<file path="config.mk">
export PLATFORM = sky130hd
export DESIGN_NAME = display_scan_controller_flat
export DESIGN_NICKNAME = d
export VERILOG_FILES = /design/src/rtl/display_scan_controller_if.sv /design/src/rtl/display_scan_controller.sv /design/src/flat_wrapper.sv
export SDC_FILE = /design/constraint.sdc
export NUM_CORES = 1
export LEC_CHECK = 0
export BUFFER_PORTS_ARGS = -buffer_cell sky130_fd_sc_hd__buf_2
export CORE_MARGIN = 4
export CORE_UTILIZATION = 62
export CTS_CLUSTER_DIAMETER = 200
export DETAILED_ROUTE_END_ITERATION = 10
export PLACE_DENSITY = 0.84
export RECOVER_POWER = 100
export SYNTH_ARGS = -nofsm -noshare
export SYNTH_HDL_FRONTEND = slang
export SYNTH_SLANG_ARGS = --single-unit
export TNS_END_PERCENT = 10
</file>
<file path="constraint.sdc">
create_clock -name clk -period 5.8 [get_ports clk]
set_input_delay 0.29 -clock clk [delete_from_list [all_inputs] [get_ports clk]]
set_output_delay 0.29 -clock clk [all_outputs]
set_load 0.01 [all_outputs]
</file>
<file path="src/rtl/display_scan_controller_if.sv">
// display_scan_controller_if
// Frame handshake between the CPU (master) and the display scan controller
// (slave). A frame is transferred on any cycle where frame_valid and
// frame_ready are both high.
interface display_scan_controller_if;
  logic        frame_valid;
  logic        frame_ready;
  logic [19:0] frame_data;

  modport master (
    output frame_valid,
    output frame_data,
    input  frame_ready
  );

  modport slave (
    input  frame_valid,
    input  frame_data,
    output frame_ready
  );
endinterface

</file>
<file path="src/rtl/display_scan_controller.sv">
// display_scan_controller
// Four-digit seven-segment scan sequencer with a double-buffered frame store.
// Each digit slot is TICK_DIV cycles: BLANK_CYCLES with all digits off, then
// the selected digit driven (one-cold enables). A new frame waits in the
// pending buffer and is copied to the active buffer only at the end of the
// digit-3 slot, so a displayed frame never mixes two CPU frames.
// Optional macro DISPLAY_DIM_EN adds a 4-bit brightness input that PWMs the
// driven digit with a free-running 4-bit counter.
module display_scan_controller #(
  parameter int TICK_DIV     = 250000,
  parameter int BLANK_CYCLES = 1000
) (
  input  logic                            clk,
  input  logic                            reset,
  display_scan_controller_if.slave        frame_if,
`ifdef DISPLAY_DIM_EN
  input  logic [3:0]                      brightness,
`endif
  output logic [4:0]                      num_out,
  output logic [1:0]                      digit_sel,
  output logic [3:0]                      enable,
  output logic                            frame_done
);

  localparam int CW = (TICK_DIV > 1) ? $clog2(TICK_DIV) : 1;
  localparam logic [CW-1:0] CNT_LAST  = CW'(TICK_DIV - 1);
  localparam logic [CW-1:0] BLANK_END = CW'(BLANK_CYCLES - 1);

  typedef enum logic {
    BLANK = 1'b0,
    DRIVE = 1'b1
  } state_t;

  state_t        r_state;
  state_t        w_state_next;
  logic [CW-1:0] r_cnt;
  logic [CW-1:0] w_cnt_next;
  logic [1:0]    r_sel;
  logic [1:0]    w_sel_next;
  logic          w_slot_end;
  logic          w_frame_done;
  logic [3:0]    w_enable;
  logic          w_drive_on;

  logic [19:0]   r_active;
  logic [19:0]   r_pending;
  logic          r_pending_full;
  logic [4:0]    r_num;
  logic [19:0]   w_src;
  logic [4:0]    w_num_next;
  logic          w_accept;
  logic          w_swap;

`ifdef DISPLAY_DIM_EN
  logic [3:0]    r_pwm;

  // Free-running PWM phase used to dim the driven digit
  always_ff @(posedge clk or negedge reset) begin
    if (!reset) begin
      r_pwm <= 4'd0;
    end else begin
      r_pwm <= r_pwm + 4'd1;
    end
  end

  assign w_drive_on = (r_pwm < brightness);
`else
  assign w_drive_on = 1'b1;
`endif

  // Scan state, slot counter and digit index
  always_ff @(posedge clk or negedge reset) begin
    if (!reset) begin
      r_state <= BLANK;
      r_cnt   <= '0;
      r_sel   <= 2'd0;
    end else begin
      r_state <= w_state_next;
      r_cnt   <= w_cnt_next;
      r_sel   <= w_sel_next;
    end
  end

  // Next-state logic and enables: blank first, then drive, advance digit at slot end
  always_comb begin
    w_state_next = r_state;
    w_cnt_next   = r_cnt + CW'(1);
    w_sel_next   = r_sel;
    w_slot_end   = 1'b0;
    w_enable     = 4'b1111;
    case (r_state)
      BLANK: begin
        if (r_cnt == BLANK_END) begin
          w_state_next = DRIVE;
        end
      end
      DRIVE: begin
        if (w_drive_on) begin
          w_enable = ~(4'b0001 << r_sel);
        end
        if (r_cnt == CNT_LAST) begin
          w_cnt_next   = '0;
          w_sel_next   = r_sel + 2'd1;
          w_state_next = BLANK;
          w_slot_end   = 1'b1;
        end
      end
      default: begin
        w_state_next = BLANK;
      end
    endcase
    w_frame_done = w_slot_end && (r_sel == 2'd3);
  end

  assign w_accept = frame_if.frame_valid && !r_pending_full;
  assign w_swap   = w_frame_done && r_pending_full;

  // Pick the digit code for the slot being entered, from the new frame on a swap
  always_comb begin
    w_src      = w_swap ? r_pending : r_active;
    w_num_next = w_src[4:0];
    case (w_sel_next)
      2'd0: w_num_next = w_src[4:0];
      2'd1: w_num_next = w_src[9:5];
      2'd2: w_num_next = w_src[14:10];
      2'd3: w_num_next = w_src[19:15];
      default: w_num_next = w_src[4:0];
    endcase
  end

  // Frame buffers: accept into pending, promote to active at the frame boundary
  always_ff @(posedge clk or negedge reset) begin
    if (!reset) begin
      r_active       <= 20'd0;
      r_pending      <= 20'd0;
      r_pending_full <= 1'b0;
      r_num          <= 5'd0;
    end else begin
      if (w_accept) begin
        r_pending      <= frame_if.frame_data;
        r_pending_full <= 1'b1;
      end
      if (w_swap) begin
        r_active       <= r_pending;
        r_pending_full <= 1'b0;
      end
      if (w_slot_end) begin
        r_num <= w_num_next;
      end
    end
  end

  assign frame_if.frame_ready = !r_pending_full;
  assign num_out              = r_num;
  assign digit_sel            = r_sel;
  assign enable               = w_enable;
  assign frame_done           = w_frame_done;

endmodule
</file>
<file path="src/flat_wrapper.sv">
// flat-port wrapper written by rule: the top's interface ports become plain ports
module display_scan_controller_flat 
#(
  parameter int TICK_DIV     = 250000,
  parameter int BLANK_CYCLES = 1000
)
  (clk, reset, num_out, digit_sel, enable, frame_done, frame_if_frame_valid, frame_if_frame_data, frame_if_frame_ready);
  display_scan_controller_if frame_if_i ();
  input  logic clk;
  input  logic reset;
  output logic [4:0] num_out;
  output logic [1:0] digit_sel;
  output logic [3:0] enable;
  output logic frame_done;
  input wire logic [$bits(frame_if_i.frame_valid)-1:0] frame_if_frame_valid;
  input wire logic [$bits(frame_if_i.frame_data)-1:0] frame_if_frame_data;
  output wire logic [$bits(frame_if_i.frame_ready)-1:0] frame_if_frame_ready;
  assign frame_if_i.frame_valid = frame_if_frame_valid;
  assign frame_if_i.frame_data = frame_if_frame_data;
  assign frame_if_frame_ready = frame_if_i.frame_ready;
  display_scan_controller #(.TICK_DIV(TICK_DIV), .BLANK_CYCLES(BLANK_CYCLES)) u_core (.clk(clk), .reset(reset), .frame_if(frame_if_i), .num_out(num_out), .digit_sel(digit_sel), .enable(enable), .frame_done(frame_done));
endmodule
</file>
After elaboration in Yosys (flattened, before gate mapping)
Index checks and enable logic that the tools add are counted.

Register bits: 67. Bits of input ports: 23. Logic and storage cells: 38.

Add/subtract/negate cells: 2. Equality and inequality tests: 6. Shift operators: 1. Multiplexer cells: 14. Bitwise operators: 2. Reductions and logical operators: 6.

Operators by type and width (count): two-way mux 18 bit (2); two-way mux 20 bit (1); one-hot mux 5 bit (4 select lines) (1); adder 18 x 1 -> 18 bit, second input constant (1); == test 18 x 10 -> 1 bit, second input constant (1); == test 18 bit, second input constant (1); == test 2 bit, second input constant (3); two-way mux 1 bit (6); two-way mux 2 bit (2); two-way mux 4 bit (1); inverter 4 bit (1); left shift 1 x 2 -> 4 bit, first input constant (1); logical AND 1 bit (3); adder 2 x 1 -> 2 bit, second input constant (1); == test 2 x 1 -> 1 bit, second input constant (1); zero test 2 bit (1); one-hot mux 1 bit (2 select lines) (1); nonzero test 2 bit (1); zero test 1 bit (1); inverter 1 bit (1).

Logic depth before layout (Yosys ltp)
Depth after elaboration: 7. Mapped depth: 9.

Least setup slack after synthesis
No wires, ideal clock.

Path kind: reg2reg. From: register u_core.r_sel[0], in the netlist u_core.digit_sel[0]. To: register u_core.r_num[0], in the netlist u_core.num_out[0]. Library setup time: 0.126 ns. Data arrival time: 2.531 ns. Slack: 3.143 ns. Cell stages (with the launch flop): 10. Clock period less this slack: 2.657 ns. Path through: dfrtp_1 inv_1 ha_1 clkbuf_1 inv_1 or4b_1 clkbuf_2 and3_1 o21ai_1 a21oi_1.

Word-level cells in the longest chain between the ends: 5. Elaborated cells on any way between the ends: 12. Those cells by class: add/sub (1); eq/ne (4); mux (4); reduce/logical (3).

Ends and longest elaborated chain: start, declared (line display_scan_controller.sv:38) `logic [1:0] r_sel;`; start signal, assigned (line display_scan_controller.sv:80) `r_sel <= w_sel_next;`; adder 2 x 1 -> 2 bit or == test 2 bit (tied branches) (line display_scan_controller.sv:103, display_scan_controller.sv:112); two-way mux 2 bit or logical AND 1 bit (tied branches) (line display_scan_controller.sv:101, display_scan_controller.sv:112); two-way mux 2 bit or logical AND 1 bit (tied branches) (line display_scan_controller.sv:91, display_scan_controller.sv:116); == test 2 bit, or another cell as far along (line display_scan_controller.sv:122) `case (w_sel_next)`; one-hot mux 5 bit (4 select lines) (*) (line display_scan_controller.sv:122); end signal, assigned (line display_scan_controller.sv:148) `r_num <= w_num_next;`; end, declared (line display_scan_controller.sv:48) `logic [4:0] r_num;`.

Every way passes the cells marked *; elsewhere a longest branch is shown, timed or not. A chain may end at the register's enable or synchronous reset.

Worst setup path after layout
From: register u_core.r_cnt[4]. To: register u_core.r_num[0], in the netlist u_core.num_out[0].

Word-level cells in the longest chain between the ends: 7. Elaborated cells on any way between the ends: 13. Those cells by class: eq/ne (4); mux (6); reduce/logical (3).

Ends and longest elaborated chain: start, declared (line display_scan_controller.sv:36) `logic [CW-1:0] r_cnt;`; start signal, assigned (line display_scan_controller.sv:79) `r_cnt <= w_cnt_next;`; == test 18 bit (*) (line display_scan_controller.sv:101) `if (r_cnt == CNT_LAST) begin`; two-way mux 1 bit (line display_scan_controller.sv:101); two-way mux 1 bit (line display_scan_controller.sv:91) `case (r_state)`; logical AND 1 bit (line display_scan_controller.sv:112) `w_frame_done = w_slot_end && (r_sel == 2'd3);`; logical AND 1 bit (line display_scan_controller.sv:116) `assign w_swap = w_frame_done && r_pending_full;`; two-way mux 20 bit (line display_scan_controller.sv:120) `w_src = w_swap ? r_pending : r_active;`; one-hot mux 5 bit (4 select lines) (line display_scan_controller.sv:122).

Marks and branches as above.

==> out/qor_table.md <==
| Step | Item | Value |
|:---|:---|:---|
| run status | Status | finished with violations |
| run status | Failing checks | capacitance limit, slew limit |
| finish | Share of final-layout standard cells stronger than drive strength 1 | 26.9% |
| synth | Dominant register cell in the synthesized netlist | sky130_fd_sc_hd__dfrtp_1 |
| clock tree | Post-CTS setup-driven buffer insertion count | 0 |
| placement | Final HPWL from detailed placement | 4.17 mm |
| synth | Portion of synthesized cell area occupied by the leading cell type | 53.3% |
| detailed routing | Routed vias | 2,131 |
| critical path | Kind of cell adding the most delay to the critical path | simple AND/OR/NAND/NOR gates |
| synth | Commonest cells in the synthesized netlist | sky130_fd_sc_hd__dfrtp_1, sky130_fd_sc_hd__mux2_2, sky130_fd_sc_hd__nor2_1, sky130_fd_sc_hd__nand2_1, sky130_fd_sc_hd__xor2_1 |
| critical path | Origin of the critical flop-to-flop path | u_core.r_cnt[4] |
| clock tree | CTS Root Cell | sky130_fd_sc_hd__clkbuf_8 |
| worst hold path | Hold Path Stages | 3 |
| die | Standard-cell row count | 25 |
| clock tree | H-tree level count | 3 |
| critical path | Worst Reg2Reg Path Length in Cells | 7 |
| synth | Sequential fraction of the synthesis area | 53.3% |
| critical path | Required time of the critical path | 6.02 ns |
| synth | Net count after synthesis | 286 |
| critical path | Worst path cell trace | nor4_1 > nand4_1 > nor4_1 > clkbuf_1 > mux4_2 > a211oi_1 > a21oi_1 |
| critical path | Slowest stage cell on the critical path | sky130_fd_sc_hd__clkbuf_1 |
| grt | First-pass GRT wire length | 10.3 mm |
| detailed routing | Count of TritonRoute iterations in the first routing pass | 4 |
| timing | Pins over their slew limit | 89 |
| critical path | Worst Path Max Fanout | 27 |
| die | Number of ports placed on the die boundary | 36 |
| clock tree | Clock Latency Late Sink | 0.34 ns |
| pwr | Peak VDD IR | 278 uV |
| placement | Placed Cells incl. Taps | 352 |
| timing | Setup repair after global routing missed its margin | false |
| clock tree | Clock tree from TritonCTS | yes |
| clock tree | Post-CTS clock slew at the launch and capture registers of the worst setup and hold paths | 0.07 ns |
| die | Die W | 79.2 um |
| grt | Initial antenna violation count | 0 |
| timing | Worst-Margin Slew | 3.45 ns |
| critical path | Reg-to-Reg End | u_core.num_out[0] |
| timing | Period utilization | 65.0% |
| pwr | Fraction of power consumed by combinational cells | 3.9% |
| detailed routing | Sum of routed wire length over all layers | 6.00 mm |
| pwr | Power per cell area | 259 mW/mm^2 |
| placement | Port Buffer Count | 35 |
| finish | Final cell count without fillers | 368 |
| pwr | Clock power frac | 41.6% |
| critical path | Total buffers and inverters traversed by the critical path | 1 |
| synth | Share of flip-flops with an asynchronous set or reset | 100% |
| pwr | Leakage component of the power | 0.00162 uW |
| grt | Global-route congestion overflow total | 0 |
| die | Die Ht | 79.2 um |
| synth | Avg Synthesized Cell Area | 12.2 um^2 |
| synth | Cell type with the largest total area after synthesis | sky130_fd_sc_hd__dfrtp_1 |
| pwr | Cell internal pwr | 714 uW |
| pwr | Relative contribution of sequential cells to total power | 54.5% |
| timing | Layout Skew | 0.0123 ns |
| die | Initial standard-cell utilization of the core | 65.2% |
| synth | Count of synthesis-stage warnings from yosys | 0 |
| die | Core region area | 0.00482 mm^2 |
| worst hold path | Min-delay src | frame_if_frame_valid |
| timing | Highest clock rate | 265 MHz |
| detailed routing | Number of DRC markers after the initial detailed-route iteration | 201 |
| critical path | Arrival @ worst endpoint | 3.99 ns |
| timing | Total Neg Setup Slack | 0 ns |
| synth | Synth Cell Area | 0.00314 mm^2 |
| finish | Layout overhead on the synthesized area | 11.7% |
| timing | Final number of setup-violating endpoints | 0 |
| timing | Relative slew slack | -130% |
| grt | Largest net degree at the start of global routing | 68 |
| synth | Biggest area contributors in the synthesized netlist | sky130_fd_sc_hd__dfrtp_1, sky130_fd_sc_hd__mux2_2, sky130_fd_sc_hd__mux4_2 |
| pwr | Proportion of total power due to net switching | 21.6% |
| synth | Distinct cell type count of the synthesized netlist | 36 |
| critical path | Sort of element at the end of the critical path | flip-flop |
| critical path | Startpoint class of the critical path | flip-flop |
| critical path | WS Path Type | flip-flop to flip-flop |
| clock tree | Cts repair resizes | 0 |
| detailed routing | Detail-routed net length per standard cell | 16.3 um |
| worst hold path | Destination of the worst hold path | u_core.r_pending_full |
| detailed routing | # DRC | 0 |
| timing | Hold violation total from the final report | 0 |
| finish | Net count, final | 324 |
| critical path | Slack of the worst reg-to-reg path | 2.03 ns |
| critical path | CP peak stage delay | 1.09 ns |
| detailed routing | Antenna violation net count after detailed routing | 0 |
| worst hold path | Hold/Removal Path Class | input pin to flip-flop |
| die | Floorplan die area | 0.00627 mm^2 |
| clock tree | Maximum count of clock buffers along a single path | 2 |
| detailed routing | Via-per-instance ratio | 5.79 |
| timing | Shortest period the worst path allows | 3.77 ns |
| clock tree | Post-cts hold buffer count | 0 |
| synth | Leading cell type by number of instances after synthesis | sky130_fd_sc_hd__dfrtp_1 |
| grt | Number of global-route vias before repair | 2,142 |
| synth | Post-synth EDFFs | 0 |
| pwr | Switching component of the power | 197 uW |
| critical path | Most frequent cell on the critical path | sky130_fd_sc_hd__nor4_1 |
| synth | Cell count after synthesis | 258 |
| placement | Placer's final routability congestion estimate | 0.836 |
| clock tree | Sink count of the clock tree | 67 |
| job | Max_cap viols | 2 |
| clock tree | TritonCTS Buffers | 9 |
| finish | Antenna diode count | 0 |
| synth | Flops & latches, synth | 67 |
| grt | Total GRT Usage | 21.6% |
-- power groups by stage --
stage | registers, uW | clock network (uW) | logic, uW
2_1_floorplan | 500 | 0 | 17.8
3_3_place_gp | 504 | 0 | 35.1
3_5_place_dp | 505 | 0 | 37.0
4_1_cts | 497 | 381 | 37.3
5_1_grt | 499 | 404 | 40.5
6_report | 497 | 378 | 35.6
-- area by class of cell --
| cell class | count | area (um^2) |
|---|---|---|
| Clock buffer | 14 | 153 |
| Clock inverter | 2 | 35.0 |
| Fill cell | 354 | 1310 |
| Inverter | 7 | 26.3 |
| Multi-Input combinational cell | 174 | 1370 |
| Sequential cell | 67 | 1680 |
| Tap cell | 67 | 83.8 |
| Timing Repair Buffer | 37 | 168 |
-- how the worst max path moves through the flow --
stage	end	depth (start not counted)	slack (ns)	startpoint
floorplan	u_core.num_out[0]	9	3.14	u_core.digit_sel[0]
global placement	u_core.num_out[4]	7	3.07	u_core.digit_sel[0]
detailed placement	u_core.num_out[4]	7	2.97	u_core.digit_sel[0]
CTS	u_core.num_out[4]	7	2.91	u_core.digit_sel[0]
global route	u_core.num_out[2]	7	1.80	u_core.r_cnt[4]
finish	u_core.num_out[0]	7	2.03	u_core.r_cnt[4]
-- cell usage in the layout, fill, tap and decap left out, drive strengths merged --
| master | count |
|---|---|
| dfrtp | 67 |
| nor2 | 30 |
| nand4 | 5 |
| or4 | 1 |
| mux2 | 40 |
| nor3 | 2 |
| nand2b | 3 |
| bufinv | 1 |
| a21oi | 5 |
| nand2 | 11 |
| nor2b | 2 |
| clkinv | 1 |
| ha | 5 |
| xor2 | 10 |
| and3 | 6 |
| xnor2 | 6 |
| or3 | 2 |
| o31ai | 1 |
| or3b | 1 |
| or4b | 1 |
| mux2i | 5 |
| o21ai | 8 |
| and4 | 1 |
| nor4 | 6 |
| mux4 | 5 |
| clkbuf | 28 |
| nand3 | 8 |
| buf | 23 |
| a21boi | 5 |
| inv | 7 |
| a211oi | 5 |
-- tightest hold or removal path, stage by stage --
cell and delay, ns:
sky130_fd_sc_hd__buf_2 0.09, sky130_fd_sc_hd__nor2_1 0.03, sky130_fd_sc_hd__nor2_1 0.07
-- state kept, by name, summed over array words and instances (netlist names) --
| register | cells |
|---|---|
| u_core.r_pending | 20 |
| u_core.r_state | 1 |
| u_core.num_out | 5 |
| u_core.r_active | 20 |
| u_core.digit_sel | 2 |
| u_core.r_pending_full | 1 |
| u_core.r_cnt | 18 |
-- layer usage --
metal  up-vias  track usage [%]  share of wire (%)
met2        65             32.4                 45
met5         -                0                  0
li1        993                -                  -
met3        13             4.99                6.2
met4         0             11.5                2.5
met1      1060             29.4                 46
-- cell families after synthesis --
kind of cell    after synthesis  synth area share (%)
simple gates                 79                  13.7
flops                        67                  53.3
mux                          50                  19.5
compound gates               24                  4.70
buf+inv                      17                  2.27
xor+xnor                     16                  4.46
fa+ha+maj                     5                  1.99
-- through the flow --
stage               cell area [um^2]  setup slack (ns)  utilization [%]  total power [uW]  hold slack, ns
finish                          3510              2.03             72.9               911           0.179
floorplan                       3140              3.14                -               518        -0.00559
global placement                3380              3.07             70.2               539           0.475
detailed placement              3380              2.97             70.2               542           0.486
global route                    3510              1.80             72.9               943           0.174
CTS                             3570              2.91             74.1               915           0.158
Power figures use the tool's default switching activity.
